[config.mk]
export PLATFORM = sky130hd
export DESIGN_NAME = instr_fetch_unit_flat
export DESIGN_NICKNAME = d
export VERILOG_FILES = /design/src/rtl/instr_fetch_unit_if.sv /design/src/rtl/instr_fetch_unit.sv /design/src/flat_wrapper.sv
export SDC_FILE = /design/constraint.sdc
export NUM_CORES = 1
export LEC_CHECK = 0
export CAP_MARGIN = 20
export CORE_ASPECT_RATIO = 0.8
export CORE_MARGIN = 5
export CORE_UTILIZATION = 50
export DETAILED_ROUTE_END_ITERATION = 10
export PLACE_DENSITY = 0.87
export SLEW_MARGIN = 20
export SYNTH_ARGS = -nofsm -noshare
export SYNTH_HDL_FRONTEND = slang
export SYNTH_SLANG_ARGS = --single-unit
[constraint.sdc]
create_clock -name clk -period 5.3 [get_ports clk]
set_input_delay 1.06 -clock clk [delete_from_list [all_inputs] [get_ports clk]]
set_output_delay 1.06 -clock clk [all_outputs]
set_load 0.05 [all_outputs]
[src/rtl/instr_fetch_unit_if.sv]
// Instruction memory read channel: single outstanding request, variable-latency ack.
interface instr_fetch_unit_if;
    logic        imem_req;
    logic [31:0] imem_addr;
    logic        imem_ack;
    logic [31:0] imem_rdata;

    modport master (
        output imem_req,
        output imem_addr,
        input  imem_ack,
        input  imem_rdata
    );

    modport slave (
        input  imem_req,
        input  imem_addr,
        output imem_ack,
        output imem_rdata
    );
endinterface

[src/rtl/instr_fetch_unit.sv]
// Instruction fetch stage: issues one memory request at a time, buffers the word
// while the IF/ID register stalls, and restarts on redirect.
module instr_fetch_unit #(
    parameter logic [31:0] RESET_PC = 32'h00000000
) (
    input  logic                       clk,
    input  logic                       rst,
    input  logic                       stall_IF,
    input  logic                       redirect,
    input  logic [31:0]                PCTarget,
    instr_fetch_unit_if.master         imem,
    output logic [31:0]                instr_IF,
    output logic [31:0]                PC_IF,
    output logic [31:0]                PCPlus4_IF,
    output logic                       valid_IF,
    output logic                       bubble_FD
);

    localparam logic [1:0] RST_S = 2'd0;
    localparam logic [1:0] FETCH = 2'd1;
    localparam logic [1:0] HOLD  = 2'd2;

    logic [1:0]  state_q, state_d;
    logic [31:0] pc_q, pc_d;
    logic [31:0] ibuf_q, ibuf_d;
    logic [31:0] ibuf_pc_q, ibuf_pc_d;
    logic [31:0] target_aligned;

    assign target_aligned = {PCTarget[31:2], 2'b00};

    always_comb begin
        state_d       = state_q;
        pc_d          = pc_q;
        ibuf_d        = ibuf_q;
        ibuf_pc_d     = ibuf_pc_q;
        imem.imem_req  = 1'b0;
        imem.imem_addr = pc_q;
        instr_IF      = 32'h0;
        PC_IF         = pc_q;
        valid_IF      = 1'b0;

        case (state_q)
            RST_S: begin
                // Redirect and ack are both ignored on the way out of reset.
                state_d = FETCH;
            end
            FETCH: begin
                imem.imem_req = 1'b1;
                if (redirect) begin
                    pc_d    = target_aligned;
                    state_d = FETCH;
                end else if (imem.imem_ack) begin
                    valid_IF = 1'b1;
                    instr_IF = imem.imem_rdata;
                    pc_d     = pc_q + 32'd4;
                    if (stall_IF) begin
                        ibuf_d    = imem.imem_rdata;
                        ibuf_pc_d = pc_q;
                        state_d   = HOLD;
                    end
                end
            end
            HOLD: begin
                if (redirect) begin
                    pc_d    = target_aligned;
                    state_d = FETCH;
                end else begin
                    valid_IF = 1'b1;
                    instr_IF = ibuf_q;
                    PC_IF    = ibuf_pc_q;
                    if (!stall_IF) begin
                        state_d = FETCH;
                    end
                end
            end
            default: begin
                state_d = RST_S;
            end
        endcase
    end

    assign PCPlus4_IF = PC_IF + 32'd4;
    assign bubble_FD  = ~valid_IF;

    always_ff @(posedge clk) begin
        if (rst) begin
            state_q   <= RST_S;
            pc_q      <= RESET_PC;
            ibuf_q    <= 32'h0;
            ibuf_pc_q <= 32'h0;
        end else begin
            state_q   <= state_d;
            pc_q      <= pc_d;
            ibuf_q    <= ibuf_d;
            ibuf_pc_q <= ibuf_pc_d;
        end
    end

endmodule

[src/flat_wrapper.sv]
// flat-port wrapper written by rule: the top's interface ports become plain ports
module instr_fetch_unit_flat 
#(
    parameter logic [31:0] RESET_PC = 32'h00000000
)
  (clk, rst, stall_IF, redirect, PCTarget, instr_IF, PC_IF, PCPlus4_IF, valid_IF, bubble_FD, imem_imem_req, imem_imem_addr, imem_imem_ack, imem_imem_rdata);
  instr_fetch_unit_if imem_i ();
  input  logic clk;
  input  logic rst;
  input  logic stall_IF;
  input  logic redirect;
  input  logic [31:0] PCTarget;
  output logic [31:0] instr_IF;
  output logic [31:0] PC_IF;
  output logic [31:0] PCPlus4_IF;
  output logic valid_IF;
  output logic bubble_FD;
  output wire logic [$bits(imem_i.imem_req)-1:0] imem_imem_req;
  output wire logic [$bits(imem_i.imem_addr)-1:0] imem_imem_addr;
  input wire logic [$bits(imem_i.imem_ack)-1:0] imem_imem_ack;
  input wire logic [$bits(imem_i.imem_rdata)-1:0] imem_imem_rdata;
  assign imem_imem_req = imem_i.imem_req;
  assign imem_imem_addr = imem_i.imem_addr;
  assign imem_i.imem_ack = imem_imem_ack;
  assign imem_i.imem_rdata = imem_imem_rdata;
  instr_fetch_unit #(.RESET_PC(RESET_PC)) u_core (.clk(clk), .rst(rst), .stall_IF(stall_IF), .redirect(redirect), .PCTarget(PCTarget), .imem(imem_i), .instr_IF(instr_IF), .PC_IF(PC_IF), .PCPlus4_IF(PCPlus4_IF), .valid_IF(valid_IF), .bubble_FD(bubble_FD));
endmodule
==> metrics.csv <==
stage,metric,value,unit
outcome,run status,finished clean,
timing,final hold viol count,0,
timing,Worst Max-Slew Pin Slew,1.139,ns
timing,Tmin final,4.866,ns
floorplanning,FP Rows,35,
worst_setup_path,CP Data Required Time,4.24,ns
logic_synthesis,Yosys reg bits,94,
routing,initial DRC count,658,
finish,final net count,1009,
pwr,P_leak,2.898,nW
worst_setup_path,critical path arrival,3.81,ns
finish,# fillers,944,
routing,Routed Antenna Nets,0,
worst_setup_path,worst reg2reg path depth,8,
global_routing,initial antenna violation count,0,
global_routing,number of global-route vias before repair,5717,
global_routing,GRT Total Usage,0.2473,
clock_tree,clock transition at the registers of the reported paths,0.07,ns
logic_synthesis,dominant cells by area after synthesis,"dfxtp_1, nand2_1, a21oi_1",
floorplanning,Die ar.,13980,um^2
logic_synthesis,Post-Synthesis Cells,784,
timing,fmax,205.5,MHz
logic_synthesis,number of synthesized flops with an enable pin,0,
place,IO Port Bufs,191,
worst_setup_path,Critical Path Sink Type,output port,
clock_tree,PostCTS Resize Cnt,0,
timing,Final TNS setup,0,ns
global_routing,first-pass GRT wire length,28410,um
clock_tree,H-Tree Depth,3,
timing,Slew Limit Headroom,0.2407,
clock_tree,clk buf depth,2,
timing,Max Slew Vio Count,0,
clock_tree,postcts setup bufs,0,
pwr,power after layout,0.002067,W
floorplanning,die width,130.9,um
worst_setup_path,CP Class,in2out,
logic_synthesis,ys async rst share,0,
logic_synthesis,"Seq/Total Area, Yosys",0.3216,
logic_synthesis,"Cell Area, Synth",5851,um^2
floorplanning,Ports,200,
finish,layout cells sized above 1,0.1012,
timing,Clock Skew,0.006678,ns
timing,final setup fails,0,
routing,drt total wl,18020,um
logic_synthesis,top_reg_cell synth,dfxtp_1,
global_routing,largest net degree at the start of global routing,58,
clock_tree,hold_buf cts,0,
routing,DR vias/cell,5.671,
clock_tree,clock sink count,94,
timing,fin crit share,0.9181,
worst_setup_path,CP Max Fanout,13,
finish,"Area growth, synth to finish",43.01,%
routing,via count,6164,
global_routing,gr ovfl total,0,
place,DP HPWL,12760,um
finish,Ant. Diodes,0,
floorplanning,Die Ht,106.8,um
worst_setup_path,startpoint types,input port,
floorplanning,Core Region,11470,um^2
worst_hold_path,HP Class,reg2reg,
routing,DRT Pass-1 Iters,7,
routing,Remaining DRCs,0,
clock_tree,CTS tree,done,
logic_synthesis,leading area contributor after synthesis,dfxtp_1,
logic_synthesis,Unique masters post-synth,58,
routing,DR WL/cell,16.58,um
clock_tree,worst skew pair latency,0.35,ns
logic_synthesis,average size of a mapped cell,7.463,um^2
pwr,PwrDens,247.0,nW/um^2
floorplanning,initial core utilization,0.5099,
clock_tree,CTS buffer count,9,
logic_synthesis,share of the synthesized area in the top cell type,0.3216,
logic_synthesis,Ys Warns,0,
timing,Fin Hold WS,0.4544,ns
place,RePlAce Congestion,0.8286,
timing,worst setup margin,0.4342,ns
timing,unrepaired setup endpoints after global routing,no,
worst_hold_path,Hold Path Depth,2,
place,Setup WS pre-CTS,0.4398,ns
clock_tree,CTS root buf,clkbuf_16,
job,max-cap check violation count,0,
pwr,Max IR drop VDD,0.0002145,V
where the power goes:
group          switching (W)  internal (W)
Clock               0.000294      0.000416
Combinational       0.000361      0.000229
Sequential         0.0000385      0.000729
registers in the layout (all words and copies together) (netlist names):
name                   count
u_core.state_q             2
u_core.ibuf_q             32
u_core.ibuf_pc_q          30
u_core.imem.imem_addr     30
Yosys cell counts, types with 7 or more instances:
cell type	n
nand2_1	183
a21oi_1	95
dfxtp_1	94
clkbuf_1	41
a22oi_1	37
nor2_1	36
nor2b_1	36
xnor2_1	19
nand3_1	18
inv_1	17
mux2i_1	17
o21ai_1	13
a211oi_1	12
buf_2	12
nand4_1	12
a21o_1	10
nor3_1	10
mux2_1	9
buf_4	7
xor2_1	7
through the flow:
| stage | cell area (um^2) | util | std cells |
|---|---|---|---|
| after floorplan | 5934 | - | 789 |
| after global placement | 8045 | 0.7012 | 1071 |
| after detailed placement | 8045 | 0.7012 | 1071 |
| after CTS | 8367 | 0.7292 | 1087 |
| after global routing | 8367 | 0.7292 | 1087 |
| final | 8367 | 0.7292 | 1087 |
cells by family after synthesis:
logic type | after synthesis | share of synthesized area
XOR/XNOR | 26 | 0.03892
buffers and inverters | 87 | 0.06801
adder cells (fa/ha/maj) | 6 | 0.01283
other | 1 | 0.0006410
flip-flops | 94 | 0.3216
AO/OA/AOI/OAI | 201 | 0.2109
multiplexers | 40 | 0.07913
AND/OR/NAND/NOR | 329 | 0.2680
critical path: stages:
cell	delay (ns)
clkdlybuf4s50_1	0.46
nor2b_4	0.40
buf_4	0.31
mux2_4	0.23
nand3_2	0.26
nor4_4	0.46
nand4_1	0.20
xnor2_2	0.23
buf_12	0.17
placed cells by master, fill, tap and decap left out, types with 15 or more instances in the layout:
cell and instances:
a21oi_1 95, nand3_1 18, inv_1 17, xnor2_1 15
a22oi_1 37, nand2_1 182, clkdlybuf4s50_1 164, dfxtp_1 94
nor2_1 35, nor2b_1 35, buf_4 15, buf_12 24
mux2i_1 16
metal layers:
metal | GRT usage | wire (um) | up-vias | share of wire
met2 | 0.3996 | 8417 | 245 | 0.47
met4 | 0.06021 | 279 | 0 | 0.015
met5 | 0 | 0 | - | 0
li1 | - | - | 3007 | -
met3 | 0.05727 | 1369 | 22 | 0.076
met1 | 0.3332 | 7954 | 2890 | 0.44
final cells by class:
type / instances / area (um^2) / area share
clock buffer: 9 / 225.2 / 0.02692
clock inverter: 7 / 96.34 / 0.01151
inverter: 17 / 63.81 / 0.007627
multi-input combinational: 608 / 3675 / 0.4392
sequential: 94 / 1882 / 0.2249
tap: 148 / 185.2 / 0.02213
timing repair buffer: 204 / 2240 / 0.2677
final timing paths:
path	slack, ns	start	end
worst max-delay path	0.43	redirect	PCPlus4_IF[30]
worst min-delay path	0.45	u_core.ibuf_pc_q[22]	u_core.ibuf_pc_q[22]
worst max register to register	2.60	u_core.state_q[1]	u_core.ibuf_q[18]
worst min register to register	0.45	u_core.ibuf_pc_q[22]	u_core.ibuf_pc_q[22]
Note: power is estimated with default switching activity, not from simulation.
